--- src/rtl/cpu_bus_interface_if.sv ---
// Memory-bus bundle between cpu_control/datapath and the bus sequencer.
// Handshake: the sequencer holds bus_read or bus_write high from T1 through
// the last T2 clock. The memory side raises bus_ready in the clock in which
// the access may complete. bus_ready is sampled only in T2 of an active
// access and is ignored in every other clock.
interface cpu_bus_interface_if #(
   parameter int ADDR_W = 16,
   parameter int DATA_W = 8
);
   logic [1:0]        t_cycle;
   logic              mem_enable;
   logic              mem_write;
   logic [ADDR_W-1:0] mem_addr;
   logic [DATA_W-1:0] mem_wdata;
   logic [DATA_W-1:0] mem_data_in;
   logic [ADDR_W-1:0] bus_addr;
   logic [DATA_W-1:0] bus_wdata;
   logic              bus_read;
   logic              bus_write;
   logic [DATA_W-1:0] bus_rdata;
   logic              bus_ready;
   logic              bus_error;

   // Control unit, datapath and memory side
   modport master (
      input  t_cycle, mem_data_in, bus_addr, bus_wdata, bus_read, bus_write, bus_error,
      output mem_enable, mem_write, mem_addr, mem_wdata, bus_rdata, bus_ready
   );

   // Bus sequencer side
   modport slave (
      output t_cycle, mem_data_in, bus_addr, bus_wdata, bus_read, bus_write, bus_error,
      input  mem_enable, mem_write, mem_addr, mem_wdata, bus_rdata, bus_ready
   );
endinterface

--- src/rtl/cpu_bus_interface.sv ---
// Memory-bus sequencer. It produces the T-cycle count, latches the access
// request at the end of T0, drives registered strobes from T1 through T2,
// stretches T2 with wait states until bus_ready, and returns read data from T3.
// A wait-state timeout completes the access with OPEN_BUS data and a
// one-clock bus_error pulse.
module cpu_bus_interface #(
   parameter int                ADDR_W   = 16,
   parameter int                DATA_W   = 8,
   parameter int                MAX_WAIT = 15,
   parameter logic [DATA_W-1:0] OPEN_BUS = 8'hFF
) (
   input logic                clk,
   input logic                reset_n,
   cpu_bus_interface_if.slave bus
);

   localparam logic [1:0] T0 = 2'd0;
   localparam logic [1:0] T1 = 2'd1;
   localparam logic [1:0] T2 = 2'd2;
   localparam logic [1:0] T3 = 2'd3;

   localparam int             WCW      = $clog2(MAX_WAIT + 1);
   localparam logic [WCW-1:0] WAIT_LIM = WCW'(MAX_WAIT);

   logic [1:0]        t_q;
   logic              active_q;
   logic              write_q;
   logic [WCW-1:0]    wait_cnt;
   logic [ADDR_W-1:0] addr_q;
   logic [DATA_W-1:0] wdata_q;
   logic [DATA_W-1:0] rdata_q;
   logic              read_stb;
   logic              write_stb;
   logic              error_q;

   logic t2_active;
   logic stall;
   logic finish;

   // T2 of a real access either waits for bus_ready or ends on timeout
   always_comb begin
      t2_active = (t_q == T2) && active_q;
      stall     = t2_active && !bus.bus_ready && (wait_cnt != WAIT_LIM);
      finish    = t2_active && !stall;
   end

   // T-cycle counter; holds at T2 while stalled
   always_ff @(posedge clk or negedge reset_n) begin
      if (!reset_n)
         t_q <= T0;
      else if (!stall)
         t_q <= t_q + 2'd1;
   end

   // Request capture at the end of T0; bus address/data only move for real accesses
   always_ff @(posedge clk or negedge reset_n) begin
      if (!reset_n) begin
         active_q <= 1'b0;
         write_q  <= 1'b0;
         addr_q   <= '0;
         wdata_q  <= '0;
      end else if (t_q == T0) begin
         active_q <= bus.mem_enable;
         write_q  <= bus.mem_write;
         if (bus.mem_enable) begin
            addr_q  <= bus.mem_addr;
            wdata_q <= bus.mem_wdata;
         end
      end
   end

   // Strobes rise with the capture and drop on the edge that leaves T2
   always_ff @(posedge clk or negedge reset_n) begin
      if (!reset_n) begin
         read_stb  <= 1'b0;
         write_stb <= 1'b0;
      end else if (t_q == T0) begin
         read_stb  <= bus.mem_enable && !bus.mem_write;
         write_stb <= bus.mem_enable && bus.mem_write;
      end else if (t_q == T2 && !stall) begin
         read_stb  <= 1'b0;
         write_stb <= 1'b0;
      end
   end

   // Wait-state counter counts stalled T2 clocks and clears when T2 ends
   always_ff @(posedge clk or negedge reset_n) begin
      if (!reset_n)
         wait_cnt <= '0;
      else if (stall)
         wait_cnt <= wait_cnt + WCW'(1);
      else if (t_q == T2)
         wait_cnt <= '0;
   end

   // Completion: read data capture and the one-clock timeout pulse
   always_ff @(posedge clk or negedge reset_n) begin
      if (!reset_n) begin
         rdata_q <= '0;
         error_q <= 1'b0;
      end else begin
         error_q <= finish && !bus.bus_ready;
         if (finish && !write_q)
            rdata_q <= bus.bus_ready ? bus.bus_rdata : OPEN_BUS;
      end
   end

   assign bus.t_cycle     = t_q;
   assign bus.bus_addr    = addr_q;
   assign bus.bus_wdata   = wdata_q;
   assign bus.bus_read    = read_stb;
   assign bus.bus_write   = write_stb;
   assign bus.bus_error   = error_q;
   assign bus.mem_data_in = rdata_q;

endmodule
--- src/flat_wrapper.sv ---
// flat-port wrapper written by rule: the top's interface ports become plain ports
module cpu_bus_interface_flat 
#(
   parameter int                ADDR_W   = 16,
   parameter int                DATA_W   = 8,
   parameter int                MAX_WAIT = 15,
   parameter logic [DATA_W-1:0] OPEN_BUS = 8'hFF
)
  (clk, reset_n, bus_t_cycle, bus_mem_data_in, bus_bus_addr, bus_bus_wdata, bus_bus_read, bus_bus_write, bus_bus_error, bus_mem_enable, bus_mem_write, bus_mem_addr, bus_mem_wdata, bus_bus_rdata, bus_bus_ready);
  cpu_bus_interface_if #(.ADDR_W(ADDR_W), .DATA_W(DATA_W)) bus_i ();
  input logic clk;
  input logic reset_n;
  output wire logic [$bits(bus_i.t_cycle)-1:0] bus_t_cycle;
  output wire logic [$bits(bus_i.mem_data_in)-1:0] bus_mem_data_in;
  output wire logic [$bits(bus_i.bus_addr)-1:0] bus_bus_addr;
  output wire logic [$bits(bus_i.bus_wdata)-1:0] bus_bus_wdata;
  output wire logic [$bits(bus_i.bus_read)-1:0] bus_bus_read;
  output wire logic [$bits(bus_i.bus_write)-1:0] bus_bus_write;
  output wire logic [$bits(bus_i.bus_error)-1:0] bus_bus_error;
  input wire logic [$bits(bus_i.mem_enable)-1:0] bus_mem_enable;
  input wire logic [$bits(bus_i.mem_write)-1:0] bus_mem_write;
  input wire logic [$bits(bus_i.mem_addr)-1:0] bus_mem_addr;
  input wire logic [$bits(bus_i.mem_wdata)-1:0] bus_mem_wdata;
  input wire logic [$bits(bus_i.bus_rdata)-1:0] bus_bus_rdata;
  input wire logic [$bits(bus_i.bus_ready)-1:0] bus_bus_ready;
  assign bus_t_cycle = bus_i.t_cycle;
  assign bus_mem_data_in = bus_i.mem_data_in;
  assign bus_bus_addr = bus_i.bus_addr;
  assign bus_bus_wdata = bus_i.bus_wdata;
  assign bus_bus_read = bus_i.bus_read;
  assign bus_bus_write = bus_i.bus_write;
  assign bus_bus_error = bus_i.bus_error;
  assign bus_i.mem_enable = bus_mem_enable;
  assign bus_i.mem_write = bus_mem_write;
  assign bus_i.mem_addr = bus_mem_addr;
  assign bus_i.mem_wdata = bus_mem_wdata;
  assign bus_i.bus_rdata = bus_bus_rdata;
  assign bus_i.bus_ready = bus_bus_ready;
  cpu_bus_interface #(.ADDR_W(ADDR_W), .DATA_W(DATA_W), .MAX_WAIT(MAX_WAIT), .OPEN_BUS(OPEN_BUS)) u_core (.clk(clk), .reset_n(reset_n), .bus(bus_i));
endmodule
--- config.mk ---
export PLATFORM = sky130hd
export DESIGN_NAME = cpu_bus_interface_flat
export DESIGN_NICKNAME = d
export VERILOG_FILES = /design/src/rtl/cpu_bus_interface_if.sv /design/src/rtl/cpu_bus_interface.sv /design/src/flat_wrapper.sv
export SDC_FILE = /design/constraint.sdc
export NUM_CORES = 1
export LEC_CHECK = 0
export CAP_MARGIN = 20
export CELL_PAD_IN_SITES_DETAIL_PLACEMENT = 2
export CELL_PAD_IN_SITES_GLOBAL_PLACEMENT = 2
export CORE_MARGIN = 4
export CORE_UTILIZATION = 28
export CTS_BUF_LIST = sky130_fd_sc_hd__clkbuf_8
export DETAILED_ROUTE_END_ITERATION = 7
export GPL_TIMING_DRIVEN = 0
export HOLD_SLACK_MARGIN = 0.08
export PLACE_DENSITY = 0.8
export SLEW_MARGIN = 30
export SYNTH_ARGS = -nofsm -noshare
export SYNTH_HDL_FRONTEND = slang
export SYNTH_SLANG_ARGS = --single-unit
--- constraint.sdc ---
create_clock -name clk -period 2.3 [get_ports clk]
set_input_delay 0.345 -clock clk [delete_from_list [all_inputs] [get_ports clk]]
set_output_delay 0.345 -clock clk [all_outputs]
set_load 0.02 [all_outputs]
==> run summary <==
outcome - completed
Worst Setup SP - bus_bus_ready
Max Cap Viol - 0
Worst EP arrival - 2.23 ns
placed cell area - 2580 um^2
fin area - 2690 um^2
Multi-input gate area - 629 um^2
DIE AREA - 7540 um^2
first-pass GRT wire length - 7.88 mm
fin worst setup slack - 0.251 ns
initial drt markers - 48
total global-route track usage - 13.8%
post-CTS setup buffer count - 0
FMAX - 0.488 GHz
FILL cells - 581
die height - 86.8 um
Post-Route Setup TNS - 0 ns
IO Port Bufs - 73
DR vias - 1287
met2 routed WL - 2.84 mm
Post-DRT Antenna Nets - 0
vias in the first global route - 1472
CP Capture Type - flip-flop
share of cells above drive strength 1 - 20.9%
initial antenna violation count - 0
Rel. slew slack - 60.5%
Worst VDD drop - 0.576 mV
unrepaired setup endpoints after global routing - no
Vias/cell - 4.66
Comb pwr share - 49.3%
Starting Density - 29.1%
Power Internal - 2390 uW
WL per Instance - 17.9 um
worst slew pin tran - 0.592 ns
Critical R2R Launch - u_core.bus.t_cycle[0]$_DFFE_PN0N_
Top Layer Used - met4
drt pass-1 iters - 5
grt total ovfl - 0
Hold Worst Slack - 0.507 ns
Pleak - 0.00111 uW
CTS buffer count - 5
# diodes - 0
#FFs+latches synth - 43
clk_lat worst skew - 0.29 ns
clock network power share - 14.9%
Setup violations, final - 0
flop-to-flop setup slack - 0.28 ns
I/O pin count - 74
final critical-path share of the clock period - 89.1%
Layout area overhead - 54.7%
row cnt - 28
dpl hpwl - 3.97 mm
endpoints failing hold - 0
clock sink count - 43
Seq/Total Area, Yosys - 61.8%
WL met1 - 1.69 mm
CTS tree - done
sw frac - 35.3%
Clock Root Buffer - clkbuf_8
fin crit period - 2.05 ns
Worst Setup Start Kind - input pin
sequential power share - 35.7%
CTS clk-pin slew, worst paths - 0.08 ns
Setup CP Type - in -> reg
Syn Nets - 159
Post-route DRC - 0
total wire length - 4.93 mm
Hold WC Path Type - in -> async
Core Footprint - 5990 um^2
global placement routability congestion - 0.748
H-tree levels - 2
Switch Pwr - 1300 uW
Gate Count Post-Synth - 119
synthesized area per cell - 14.6 um^2
Worst Skew - 0.00503 ns
CP Max Fanout - 10
fin nets - 241
largest net degree at the start of global routing - 30
cell area after synthesis - 1740 um^2
Yosys cell types - 25
Required @ worst endpoint - 2.48 ns
pre-CTS setup slack - -0.0694 ns
clock buffer depth - 2
Ys Warns - 0
die width - 86.8 um
pwr/cell area - 1370 nW/um^2
met3 WL - 288 um
Final Max Tran Viols - 0
register area - 1080 um^2
final cells by class:
type / instances / area share (%)
timing repair buffer: 75 / 28.1
tap: 75 / 3.49
buffer: 3 / 0.465
clock inverter: 2 / 1.25
sequential: 43 / 40.0
multi-input combinational: 67 / 23.4
inverter: 6 / 0.836
clock buffer: 5 / 2.56
per-stage QoR:
step,power (uW),instances,utilization (%)
5_1_grt,3930,276,44.9
3_5_place_dp,3180,268,43.1
6_report,3700,276,44.9
3_3_place_gp,3080,267,42.8
4_1_cts,3770,276,44.9
2_1_floorplan,2250,119,-
worst max-delay path, cell delays in order:
cell	delay, ns
clkdlybuf4s50_1	0.67
and3b_1	0.23
buf_2	0.17
a211oi_4	0.42
mux2_2	0.39
final timing paths:
check / to / cells after the start
worst max-delay path: u_core.bus.mem_data_in[7]$_DFFE_PN0P_ / 5
worst min-delay path: u_core.bus.mem_data_in[7]$_DFFE_PN0P_ / 2
worst max register to register: u_core.bus.mem_data_in[7]$_DFFE_PN0P_ / 6
worst min register to register: u_core.bus.mem_data_in[4]$_DFFE_PN0P_ / 1
max in group asynchronous: u_core.bus.t_cycle[0]$_DFFE_PN0N_ / 3
min in group clk: u_core.bus.mem_data_in[4]$_DFFE_PN0P_ / 1
what timing repair did:
item                      CTS  global route
hold endpoints to repair   14             0
resized for setup           0             0
hold buffers                1             0
cell usage in the layout (no fill, tap or decap):
cell	instances
nand2_1	3
buf_12	1
mux2i_1	1
o22a_1	2
bufinv_16	1
mux2_2	32
clkbuf_8	5
buf_2	2
dfrtp_1	43
nand3_1	3
or2b_1	6
clkbuf_1	2
inv_1	7
nand4b_1	1
a21oi_1	1
nor3_1	1
o32ai_1	1
clkdlybuf4s50_1	72
and3b_1	1
dlygate4sd3_1	1
a32o_1	1
a211oi_4	1
nand3b_1	1
ha_1	3
o2bb2ai_1	1
a31oi_1	1
o31ai_1	1
xnor2_1	1
o21ai_0	3
nand2b_1	2
per-layer routing:
layer | track usage, % | vias up
met1 | 14.5 | 660
met3 | 4.09 | 9
met5 | 0 | -
met2 | 25.9 | 41
met4 | 4.67 | 0
li1 | - | 577
registers in the layout, summed over array words and instances, names as in the netlist:
register                cells
u_core.active_q             1
u_core.bus.bus_error        1
u_core.bus.bus_write        1
u_core.write_q              1
u_core.bus.bus_wdata        8
u_core.bus.bus_read         1
u_core.wait_cnt             4
u_core.bus.mem_data_in      8
u_core.bus.t_cycle          2
u_core.bus.bus_addr        16
Yosys cell counts:
cell type	count	area, um^2
a211oi_4	1	20.0
a21oi_1	1	5.00
a31oi_1	1	6.26
a32o_1	1	10.0
and3b_1	1	8.76
buf_2	1	5.00
clkbuf_1	2	7.51
dfrtp_1	43	1080
ha_1	3	37.5
inv_1	6	22.5
mux2_2	32	360
mux2i_1	1	10.0
nand2_1	3	11.3
nand2b_1	2	12.5
nand3_1	3	15.0
nand3b_1	1	7.51
nand4b_1	1	8.76
nor3_1	1	5.00
o21ai_0	3	15.0
o22a_1	2	17.5
o2bb2ai_1	1	8.76
o31ai_1	1	7.51
o32ai_1	1	8.76
or2b_1	6	45.0
xnor2_1	1	8.76
power groups by stage:
stage	Sequential [uW]	Combinational (uW)	Clock, uW
after global routing	1380	1930	623
after CTS	1330	1860	577
after global placement	1300	1780	0
after floorplan	1710	541	0
after detailed placement	1340	1840	0
final	1320	1820	552
logic make-up after synthesis:
| kind of cell | count (synthesis) | synth area share [%] |
|---|---|---|
| AOI/OAI and AO/OA | 12 | 5.68 |
| DFF | 43 | 61.8 |
| xor gates and xnor gates | 1 | 0.503 |
| buffers and inverters | 9 | 2.01 |
| muxes | 33 | 21.3 |
| and+or+nand+nor | 18 | 6.54 |
| adders and majority gates | 3 | 2.16 |
No activity file was read; power rests on OpenSTA's default activity.
